`src/rtl/nextasic_transmitter_if.sv`:
```
// Word handshake between a producer and the NeXT ASIC serial transmitter.
interface nextasic_transmitter_if #(
  parameter int WIDTH = 40
);
  logic [WIDTH-1:0] data;
  logic             valid;
  logic             ready;

  modport master (output data, output valid, input ready);
  modport slave  (input data, input valid, output ready);
endinterface

```
`src/rtl/nextasic_transmitter.sv`:
```
// NeXT ASIC single-wire framed-link transmitter: start bit high, WIDTH bits MSB
// first, then at least GAP low cycles; one-word holding buffer for overlap.
module nextasic_transmitter #(
  parameter int WIDTH = 40,
  parameter int GAP   = 4
) (
  input  logic                   clk,
  input  logic                   reset,
  nextasic_transmitter_if.slave  bus,
  output logic                   sout,
  output logic                   busy,
  output logic                   done
);
  localparam int CNT_W = $clog2(WIDTH + 1);
  localparam int GAP_W = 8;

  typedef enum logic [1:0] {
    ST_IDLE,
    ST_START,
    ST_SHIFT,
    ST_GAP
  } state_t;

  state_t             state_q, state_d;
  logic [WIDTH-1:0]   shift_q, shift_d;
  logic [WIDTH-1:0]   hold_q, hold_d;
  logic               hold_full_q, hold_full_d;
  logic [CNT_W-1:0]   bit_cnt_q, bit_cnt_d;
  logic [GAP_W-1:0]   gap_cnt_q, gap_cnt_d;
  logic               sout_q, sout_d;
  logic               busy_q, busy_d;
  logic               done_q, done_d;
  logic               ready;

  assign ready     = !hold_full_q && !reset;
  assign bus.ready = ready;
  assign sout      = sout_q;
  assign busy      = busy_q;
  assign done      = done_q;

  always_comb begin
    state_d     = state_q;
    shift_d     = shift_q;
    hold_d      = hold_q;
    hold_full_d = hold_full_q;
    bit_cnt_d   = bit_cnt_q;
    gap_cnt_d   = gap_cnt_q;
    sout_d      = sout_q;
    done_d      = 1'b0;

    // ready is low whenever the buffer is full, so this load can never
    // collide with the transfers below (they only happen when full).
    if (bus.valid && ready) begin
      hold_d      = bus.data;
      hold_full_d = 1'b1;
    end

    unique case (state_q)
      ST_IDLE: begin
        sout_d = 1'b0;
        if (hold_full_q) begin
          shift_d     = hold_q;
          hold_full_d = 1'b0;
          sout_d      = 1'b1;
          state_d     = ST_START;
        end
      end
      ST_START: begin
        sout_d    = shift_q[WIDTH-1];
        shift_d   = {shift_q[WIDTH-2:0], 1'b0};
        bit_cnt_d = CNT_W'(1);
        state_d   = ST_SHIFT;
      end
      ST_SHIFT: begin
        if (bit_cnt_q == CNT_W'(WIDTH)) begin
          sout_d    = 1'b0;
          done_d    = 1'b1;
          gap_cnt_d = GAP_W'(1);
          state_d   = ST_GAP;
        end else begin
          sout_d    = shift_q[WIDTH-1];
          shift_d   = {shift_q[WIDTH-2:0], 1'b0};
          bit_cnt_d = bit_cnt_q + CNT_W'(1);
        end
      end
      ST_GAP: begin
        sout_d = 1'b0;
        if (gap_cnt_q == GAP_W'(GAP)) begin
          if (hold_full_q) begin
            shift_d     = hold_q;
            hold_full_d = 1'b0;
            sout_d      = 1'b1;
            state_d     = ST_START;
          end else begin
            state_d = ST_IDLE;
          end
        end else begin
          gap_cnt_d = gap_cnt_q + GAP_W'(1);
        end
      end
      default: state_d = ST_IDLE;
    endcase

    busy_d = (state_d != ST_IDLE);
  end

  always_ff @(posedge clk) begin
    if (reset) begin
      state_q     <= ST_IDLE;
      shift_q     <= '0;
      hold_q      <= '0;
      hold_full_q <= 1'b0;
      bit_cnt_q   <= '0;
      gap_cnt_q   <= '0;
      sout_q      <= 1'b0;
      busy_q      <= 1'b0;
      done_q      <= 1'b0;
    end else begin
      state_q     <= state_d;
      shift_q     <= shift_d;
      hold_q      <= hold_d;
      hold_full_q <= hold_full_d;
      bit_cnt_q   <= bit_cnt_d;
      gap_cnt_q   <= gap_cnt_d;
      sout_q      <= sout_d;
      busy_q      <= busy_d;
      done_q      <= done_d;
    end
  end
endmodule
```
`src/flat_wrapper.sv`:
```
// flat-port wrapper written by rule: the top's interface ports become plain ports
module nextasic_transmitter_flat 
#(
  parameter int WIDTH = 40,
  parameter int GAP   = 4
)
  (clk, reset, sout, busy, done, bus_data, bus_valid, bus_ready);
  nextasic_transmitter_if #(.WIDTH(WIDTH)) bus_i ();
  input  logic clk;
  input  logic reset;
  output logic sout;
  output logic busy;
  output logic done;
  input wire logic [$bits(bus_i.data)-1:0] bus_data;
  input wire logic [$bits(bus_i.valid)-1:0] bus_valid;
  output wire logic [$bits(bus_i.ready)-1:0] bus_ready;
  assign bus_i.data = bus_data;
  assign bus_i.valid = bus_valid;
  assign bus_ready = bus_i.ready;
  nextasic_transmitter #(.WIDTH(WIDTH), .GAP(GAP)) u_core (.clk(clk), .reset(reset), .bus(bus_i), .sout(sout), .busy(busy), .done(done));
endmodule
```
`config.mk`:
```
export PLATFORM = sky130hd
export DESIGN_NAME = nextasic_transmitter_flat
export DESIGN_NICKNAME = d
export VERILOG_FILES = /design/src/rtl/nextasic_transmitter_if.sv /design/src/rtl/nextasic_transmitter.sv /design/src/flat_wrapper.sv
export SDC_FILE = /design/constraint.sdc
export NUM_CORES = 1
export LEC_CHECK = 0
export BUFFER_PORTS_ARGS = -buffer_cell sky130_fd_sc_hd__buf_2
export CAP_MARGIN = 5
export CORE_UTILIZATION = 50
export DETAILED_ROUTE_END_ITERATION = 7
export GPL_ROUTABILITY_DRIVEN = 0
export PLACE_DENSITY_LB_ADDON = 0.05
export SYNTH_ARGS = -nofsm -noshare
export SYNTH_HDL_FRONTEND = slang
export SYNTH_SLANG_ARGS = --single-unit
```
`constraint.sdc`:
```
create_clock -name clk -period 2.57 [get_ports clk]
set_input_delay 0.3855 -clock clk [delete_from_list [all_inputs] [get_ports clk]]
set_output_delay 0.3855 -clock clk [all_outputs]
set_load 0.02 [all_outputs]
```
==> results.cfg, run 1 <==
[sta]
relSlewSlack = 0.548
rsz0062_at_grt = no
worst_slack_ns = 0.470
holdWs_ns = 0.205
finalSetupViolCount = 0
fmax_mhz = 476
worst_pin_slew_ns = 0.678
drv_slew = 0
fin_skew_ns = 0.0148
period_minus_slack_ns = 2.10
fin_tns_setup_ns = 0
fin_crit_sh = 0.817
hold_viol = 0

[worst_setup_path]
critPathMaxFanout = 40
required_ns = 2.86
reg2reg_from = u_core.state_q[0]$_SDFF_PP0_
arrival_ns = 2.39
rrSetupSlack_ns = 0.47
cpPeakStageDelay_ns = 0.40
crit_type = reg -> reg
end_kind = flop
r2r_end = u_core.shift_q[30]$_SDFFE_PP0P_
critPathLaunchType = flop
worst_path_dominant_cell_family = compound AO/OA/AOI/OAI gates
path_buf_inv = 2
cp_slowest_cell = buf_4
reg2reg_depth = 7
critical_path.cell_chain = inv_1, ha_1, and3b_2, a21oi_2, buf_4, a21oi_1, a211oi_2

[synth]
ys_async_sr_fraction = 0
synth_ff_type = dfxtp_1
synth_area_um2 = 4620
synth_nets = 545
ys_seq_elements = 100
synthCells = 494
synth_top_cell_by_area = dfxtp_1
yosysUniqueCellTypes = 55
synth_top_area_share = 0.433
yosys-top-cells-area = dfxtp_1 43%, a211oi_2 11%, mux2i_1 9.1%, nand2_1 7.2%, a21oi_1 5.1%
synth_edf_count = 0
syn_avg_cell_area_um2 = 9.36
yosys_warnings = 0
synth-seq-area-share = 0.433

[floorplanning]
start_util = 0.522
die_w_um = 98.2
rows = 34
core_area_um2 = 8850
ios = 47
die_area_um2 = 9640
die_h_um = 98.2

[worst_hold_path]
min_to = u_core.hold_q[18]$_SDFFE_PP0P_
whs_path_depth = 3
hp-start = bus_data[18]
hp-class = in -> reg

[power_and_ir_drop]
swShare = 0.325
fin_total_pwr_uw = 3770
power_frac_comb = 0.255
p_int_uw = 2550
power.density_nw_per_um2 = 756
static-leakage-power_uw = 0.00175
netSwitchingPower_uw = 1230
ir_worst_vdd_uv = 368
pwr-share-clk = 0.243
p_seq_frac = 0.502

[clock_tree]
cts_setup_buffers = 0
cts_tree = built
htree_levels = 3
cts.path.max_buffers = 2
postCtsResizedCells = 0
clock_latency_ns = 0.36
cts-root-buf = clkbuf_8
clkSlewWorstSetupHoldPaths_ns = 0.10
clkSinkCount = 100
ctsHoldBuffers = 0
cts_buffers = 9

[route]
routed_wl_mm = 9.00
post-route-drc-count = 0
detail_route.first_pass.iterations = 4
ant_nets = 0
wl_per_cell_um = 14.3
vias = 3487
viasPerCell = 5.53
initialDrtViolationCount = 141

[grt]
grt_antenna_before_repair = 0
grt_pass1_wl_mm = 15.5
grt_pass1_vias = 3387
grt_overflow = 0
grt_util_all_layers = 0.195
grt_max_degree = 81

[placement]
preCtsSetupSlack_ns = 0.490
io_buffers = 46
hpwl_mm = 5.89

[layout]
area_delta_synth_final_pct = 7.90
antenna_cells = 0
drive_gt1_frac = 0.229
final_core_util = 0.564
fin_nets = 569

[job]
drv_cap = 0

[outcome]
status = finished clean
[flip-flops by register name, summed over array words and instances, names as in the netlist]
name and count:
u_core.state_q 2, u_core.bit_cnt_q 6, u_core.busy 1, u_core.sout 1, u_core.gap_cnt_q 8, u_core.shift_q 40
u_core.hold_full_q 1, u_core.hold_q 40, u_core.done 1
[worst max-delay path by stage]
stage / startpoint / end / slack (ns) / cells after the start
global placement: u_core.state_q[0]$_SDFF_PP0_ / u_core.shift_q[18]$_SDFFE_PP0P_ / 0.58 / 7
finish: u_core.state_q[0]$_SDFF_PP0_ / u_core.shift_q[30]$_SDFFE_PP0P_ / 0.47 / 7
global route: u_core.state_q[0]$_SDFF_PP0_ / u_core.shift_q[12]$_SDFFE_PP0P_ / 0.34 / 7
CTS: u_core.state_q[0]$_SDFF_PP0_ / u_core.shift_q[30]$_SDFFE_PP0P_ / 0.49 / 7
floorplan: u_core.state_q[0]$_SDFF_PP0_ / u_core.shift_q[30]$_SDFFE_PP0P_ / 0.79 / 9
detailed placement: u_core.state_q[0]$_SDFF_PP0_ / u_core.shift_q[30]$_SDFFE_PP0P_ / 0.49 / 7
[cell usage after synthesis (all sizes together), types with 3 or more instances]
library cell and n:
a21boi 3, clkbuf 22, nand2 89, nand2b 4, inv 9, ha 8, mux2i 42, or3 4
dfxtp 100, a21oi 49, nand4 3, a211oi 41, and2 4, buf 21, nor2 10, o21ai 48
[layer usage]
metal,GRT usage,part of all wire,up-vias
met5,0,0,-
met3,0.0480,0.028,11
met2,0.335,0.48,45
met1,0.246,0.48,1644
met4,0.0517,0.011,0
li1,-,-,1787
[worst min-delay path, delay by kind of cell]
family	cells	cell delay (ns)
and+or+nand+nor	1	0.03
buffers and inverters	1	0.07
AOI/OAI and AO/OA	1	0.05
[area by class of cell]
class	instances	area, um2
fillers	831	3860
inverters	10	37.5
clock buffers	10	128
multi-input cells	341	2310
well taps	108	135
flip-flops and latches	100	2000
clock inverters	6	46.3
repair buffers	56	330
[per-stage QoR]
stage | std cells | instance area, um2
after global placement | 615 | 4810
after global routing | 631 | 4990
after detailed placement | 615 | 4810
after CTS | 631 | 4990
final | 631 | 4990
after floorplan | 494 | 4620
[placed cells by master, fill, tap and decap left out, drive strengths merged, types with 4 or more instances in the layout]
cell	Yosys	layout
a211oi	41	41
a21oi	49	49
and2	4	4
buf	21	56
clkbuf	22	10
dfxtp	100	100
ha	8	8
inv	9	12
mux2i	42	42
nand2	89	89
nand2b	4	4
nor2	10	10
o21ai	48	48
or3	4	4
[power by group through the flow]
stage / Sequential [uW] / Clock (uW) / Combinational (uW)
after floorplan: 1890 / 0 / 874
after global placement: 1920 / 0 / 940
after detailed placement: 1930 / 0 / 972
after CTS: 1890 / 952 / 975
after global routing: 1920 / 1010 / 1060
final: 1890 / 915 / 964
[kinds of logic (layout without fill, tap and decap cells)]
family                     count (synthesis)  after routing  share of synthesized area
buffers and inverters                     53             82                     0.0682
AOI/OAI and AO/OA                        155            155                      0.250
adders and majority gates                  8              8                     0.0217
and+or+nand+nor                          134            134                      0.133
xor gates and xnor gates                   2              2                    0.00379
muxes                                     42             42                     0.0909
DFF                                      100            100                      0.433
Power figures use the tool's default switching activity.
==> run 2, diff against run 1 <==
- ABC_AREA: unset -> 1
- clock period: 2.57 -> 2 ns (I/O delays scaled with it)
==> run 2 against run 1 <==
Compared with the run above:
- area after synthesis fell by 2.5%
- largest cell class unchanged
- synthesized cell count is 33% higher
- critical path type unchanged
- highest routed layer unchanged
- clock power increased by 28%
- largest power group is now combinational logic
==> results.cfg, run 2 <==
[sta]
fin_skew_ns = 0.0109
rsz0062_at_grt = no
worst_pin_slew_ns = 0.435
holdWs_ns = 0.144
relSlewSlack = 0.710
finalSetupViolCount = 0
hold_viol = 0
fin_tns_setup_ns = 0
drv_slew = 0
fmax_mhz = 557
period_minus_slack_ns = 1.80
fin_crit_sh = 0.898

[synth]
yosys_warnings = 0
synth_nets = 708
synth_top_cell_by_area = dfxtp_1
synthCells = 657
synth_ff_type = dfxtp_1
ys_async_sr_fraction = 0
synth_top_area_share = 0.444
syn_avg_cell_area_um2 = 6.86
synth_edf_count = 0
synth_area_um2 = 4510
yosysUniqueCellTypes = 25
yosys-top-cells-area = dfxtp_1 44%, nand2_1 12%, nor2_1 12%, a21oi_1 9.8%, inv_1 5.3%
yosys-top-cells-count = 145 x nand2_1, 140 x nor2_1, 100 x dfxtp_1
synth-seq-area-share = 0.444
ys_seq_elements = 100
synth.most_common_cell = nand2_1

[worst_hold_path]
hp-class = in -> reg
hp-start = bus_data[38]
min_to = u_core.hold_q[38]$_SDFFE_PP0P_
whs_path_depth = 3

[clock_tree]
clock_latency_ns = 0.35
cts.path.max_buffers = 2
clkSlewWorstSetupHoldPaths_ns = 0.09
cts_tree = built
clkSinkCount = 100
postCtsResizedCells = 0
htree_levels = 3
ctsHoldBuffers = 0
cts_setup_buffers = 0
cts_buffers = 9
cts-root-buf = clkbuf_8

[placement]
hpwl_mm = 5.58
io_buffers = 46

[worst_setup_path]
reg2reg_from = u_core.state_q[1]$_SDFF_PP0_
rrSetupSlack_ns = 0.20
crit_type = reg -> reg
critPathLaunchType = flop
end_kind = flop
reg2reg_depth = 8
required_ns = 2.25
r2r_end = u_core.shift_q[23]$_SDFFE_PP0P_
cp_slowest_cell = dfxtp_1
cpPeakStageDelay_ns = 0.43
arrival_ns = 2.05
critical_path.cell_chain = inv_1, ha_2, buf_4, nor2_1, a21oi_1, nand2_1, nand2_1, nor2_1
critPathMaxFanout = 45

[route]
viasPerCell = 4.79
vias = 3834
post-route-drc-count = 0
detail_route.first_pass.iterations = 4
wl_per_cell_um = 10.5
initialDrtViolationCount = 154
ant_nets = 0
routed_wl_mm = 8.43

[power_and_ir_drop]
swShare = 0.426
pwr-share-clk = 0.165
netSwitchingPower_uw = 3030
static-leakage-power_uw = 0.00223
p_int_uw = 4080
power_frac_comb = 0.470
power.density_nw_per_um2 = 1430
p_seq_frac = 0.365
ir_worst_vdd_uv = 580

[grt]
grt_pass1_wl_mm = 14.8
grt_max_degree = 90
grt_pass1_vias = 3434
grt_util_all_layers = 0.187
grt_antenna_before_repair = 0
grt_overflow = 0

[layout]
area_delta_synth_final_pct = 10.5
mostFrequentLayoutCell = nand2_1
fin_nets = 739
antenna_cells = 0
drive_gt1_frac = 0.117
top_regs = u_core.hold_q (40), u_core.shift_q (40), u_core.gap_cnt_q (8)
layout_common_cells = 144 x nand2_1, 140 x nor2_1, 100 x dfxtp_1

[floorplanning]
die_h_um = 97.0
die_w_um = 97.0
rows = 34
ios = 47
die_area_um2 = 9400
core_area_um2 = 8720
start_util = 0.517

[outcome]
status = finished clean

[job]
drv_cap = 0
run 2: critical path: cells and delay by family (launching register included):
family	cells	cell delay, ns
DFF	1	0.43
and+or+nand+nor	4	0.27
buffers and inverters	2	0.49
AOI/OAI and AO/OA	1	0.14
adders and majority gates	1	0.36
run 2: layout make-up:
type                    instances  area, um2
multi-input cells             456       2060
flip-flops and latches        100       2000
fillers                       862       3740
inverters                      67        251
repair buffers                 54        353
clock buffers                  11        141
well taps                     108        135
clock inverters                 5       35.0
run 2: worst max path at each step:
stage / slack (ns) / from / end / depth (start not counted)
3_3_place_gp: 0.22 / u_core.state_q[1]$_SDFF_PP0_ / u_core.shift_q[24]$_SDFFE_PP0P_ / 8
2_1_floorplan: 0.38 / u_core.state_q[0]$_SDFF_PP0_ / u_core.shift_q[26]$_SDFFE_PP0P_ / 9
5_1_grt: 0.009 / u_core.state_q[1]$_SDFF_PP0_ / u_core.shift_q[36]$_SDFFE_PP0P_ / 8
4_1_cts: 0.21 / u_core.state_q[1]$_SDFF_PP0_ / u_core.shift_q[23]$_SDFFE_PP0P_ / 8
6_report: 0.20 / u_core.state_q[1]$_SDFF_PP0_ / u_core.shift_q[23]$_SDFFE_PP0P_ / 8
3_5_place_dp: 0.24 / u_core.state_q[1]$_SDFF_PP0_ / u_core.shift_q[23]$_SDFFE_PP0P_ / 8
run 2: layer usage:
metal,wire length (um),GRT usage,vias up
met5,0,0,-
met2,3920,0.313,38
li1,-,-,2105
met4,65,0.0735,0
met3,156,0.0311,4
met1,4290,0.240,1687
run 2: power by group through the flow:
stage | clock network, uW | logic [uW] | registers (uW)
final | 1170 | 3340 | 2600
after global routing | 1300 | 3870 | 2650
after CTS | 1220 | 3370 | 2600
after detailed placement | 0 | 3360 | 2650
after global placement | 0 | 3290 | 2630
after floorplan | 0 | 2940 | 2620
run 2: kinds of logic (layout without fill, tap and decap cells):
logic type	count (synthesis)	in the layout	share of synthesized area
buf+inv	101	137	0.0993
flops	100	100	0.444
mux	3	3	0.00666
simple gates	307	307	0.268
xor+xnor	3	3	0.00583
compound gates	135	135	0.154
fa+ha+maj	8	8	0.0222
run 2: stage by stage:
| step | util | worst slack, ns | total power, uW | area, um2 | cells |
|---|---|---|---|---|---|
| 2_1_floorplan | - | 0.378 | 5560 | 4510 | 657 |
| 3_3_place_gp | 0.551 | 0.223 | 5920 | 4810 | 785 |
| 4_1_cts | 0.571 | 0.210 | 7180 | 4980 | 801 |
| 6_report | 0.571 | 0.203 | 7120 | 4980 | 801 |
| 5_1_grt | 0.571 | 0.00917 | 7820 | 4980 | 801 |
| 3_5_place_dp | 0.551 | 0.239 | 6010 | 4810 | 785 |
==> run 3, diff against run 2 <==
- CORE_ASPECT_RATIO: unset -> 0.8
- HOLD_SLACK_MARGIN: unset -> 0.05
==> run 3 against run 2 <==
Compared with the run above:
- global-route usage grew 1.5 points
- clock power grew 44%
- via count grew 1.4%
- critical endpoint is now u_core.shift_q[13]$_SDFFE_PP0P_
- die area is essentially flat
- critical path type unchanged
- flip-flop and latch count is the same
- clock skew shrank 0.00088 ns
==> results.cfg, run 3 (same netlist as run 2, synthesis figures left out) <==
[worst_setup_path]
arrival_ns = 2.03
end_kind = flop
critPathMaxFanout = 37
critPathLaunchType = flop
required_ns = 2.27
crit_type = reg -> reg

[clock_tree]
cts_buffers = 9
clkSlewWorstSetupHoldPaths_ns = 0.09
cts_tree = built
cts-root-buf = clkbuf_8
ctsHoldBuffers = 0
cts.path.max_buffers = 2
clock_latency_ns = 0.38
clkSinkCount = 100
htree_levels = 3
postCtsResizedCells = 0
cts_setup_buffers = 0

[layout]
drive_gt1_frac = 0.120
fin_cells = 806
area_delta_synth_final_pct = 13.2
fin_nets = 740
final_area_um2 = 5100
mostFrequentLayoutCell = nand2_1
layout_common_cells = 144 x nand2_1, 140 x nor2_1, 100 x dfxtp_1
antenna_cells = 0
top_regs = u_core.hold_q (40), u_core.shift_q (40), u_core.gap_cnt_q (8)

[floorplanning]
rows = 30
die_area_um2 = 9400
core_area_um2 = 8600
die_h_um = 86.9
die_w_um = 108
ios = 47
start_util = 0.525

[grt]
grt_max_degree = 76
grt_pass1_vias = 3483
grt_antenna_before_repair = 0
grt_pass1_wl_mm = 15.0
grt_util_all_layers = 0.202
grt_overflow = 0

[power_and_ir_drop]
swShare = 0.398
power_frac_comb = 0.444
netSwitchingPower_uw = 3070
ir_worst_vdd_uv = 888
p_seq_frac = 0.337
pwr-share-clk = 0.219
power.density_nw_per_um2 = 1510
p_int_uw = 4640
static-leakage-power_uw = 0.00229

[sta]
drv_slew = 0
fmax_mhz = 568
rsz0062_at_grt = no
worst_slack_ns = 0.239
period_minus_slack_ns = 1.76
hold_viol = 0
fin_tns_setup_ns = 0
relSlewSlack = 0.765
fin_crit_sh = 0.880
holdWs_ns = 0.124
finalSetupViolCount = 0
fin_skew_ns = 0.0101
worst_pin_slew_ns = 0.352

[placement]
preCtsSetupSlack_ns = 0.235
post_dp_cell_area_um2 = 4830
io_buffers = 46
hpwl_mm = 5.85
dp.cells = 790

[route]
viasPerCell = 4.82
initialDrtViolationCount = 172
detail_route.first_pass.iterations = 5
vias = 3886
wl_per_cell_um = 10.7
ant_nets = 0
routed_wl_mm = 8.64
post-route-drc-count = 0

[worst_hold_path]
hp-class = in -> reg

[outcome]
status = finished clean

[job]
drv_cap = 0
run 3: cell count changes in the layout (fill, tap and decap cells not counted), sizes merged:
| cell | change |
|---|---|
| bufinv | +4 |
| clkinv | -2 |
| clkbuf | -1 |
| buf | +1 |
| clkinvlp | -1 |
run 3: through the flow:
step / utilization / total power [uW]
finish: 0.594 / 7710
global route: 0.594 / 8450
CTS: 0.594 / 7790
detailed placement: 0.562 / 6090
global placement: 0.562 / 6010
floorplan: - / 5560
run 3: routing by layer:
| metal | global-route usage | wire (um) | up-vias |
|---|---|---|---|
| li1 | - | - | 2108 |
| met1 | 0.246 | 4220 | 1703 |
| met2 | 0.342 | 3970 | 69 |
| met3 | 0.0613 | 402 | 6 |
| met4 | 0.0598 | 57 | 0 |
| met5 | 0 | 0 | - |
run 3: cell type report:
type	instances	area (um2)
multi-input cells	456	2060
inverters	67	251
clock buffers	10	138
well taps	112	140
fillers	851	3490
repair buffers	55	373
flip-flops and latches	100	2000
clock inverters	6	134
run 3: final timing paths:
| kind | startpoint | endpoint | slack (ns) | cells past startpoint |
|---|---|---|---|---|
| worst max-delay path | u_core.state_q[1]$_SDFF_PP0_ | u_core.shift_q[13]$_SDFFE_PP0P_ | 0.24 | 10 |
| worst min-delay path | bus_data[38] | u_core.hold_q[38]$_SDFFE_PP0P_ | 0.12 | 3 |
| worst min register to register | u_core.hold_q[26]$_SDFFE_PP0P_ | u_core.hold_q[26]$_SDFFE_PP0P_ | 0.45 | 2 |
| worst max register to register | u_core.state_q[1]$_SDFF_PP0_ | u_core.shift_q[13]$_SDFFE_PP0P_ | 0.24 | 10 |
run 3: worst max-delay path, cell delays in order, from the launching register on:
cell and delay, ns:
dfxtp_1 0.41, inv_1 0.09, ha_2 0.36, inv_1 0.07, nand2_1 0.08, nand2_2 0.09, nor2_8 0.20, buf_12 0.21
nand2_1 0.06, nand2_1 0.06, nor2_1 0.04
run 3: power groups by stage:
| stage | Clock [uW] | Combinational (uW) | Sequential (uW) |
|---|---|---|---|
| after floorplan | 0 | 2940 | 2620 |
| after global placement | 0 | 3380 | 2630 |
| after detailed placement | 0 | 3450 | 2650 |
| after CTS | 1730 | 3460 | 2600 |
| after global routing | 1810 | 3990 | 2640 |
| final | 1690 | 3430 | 2600 |
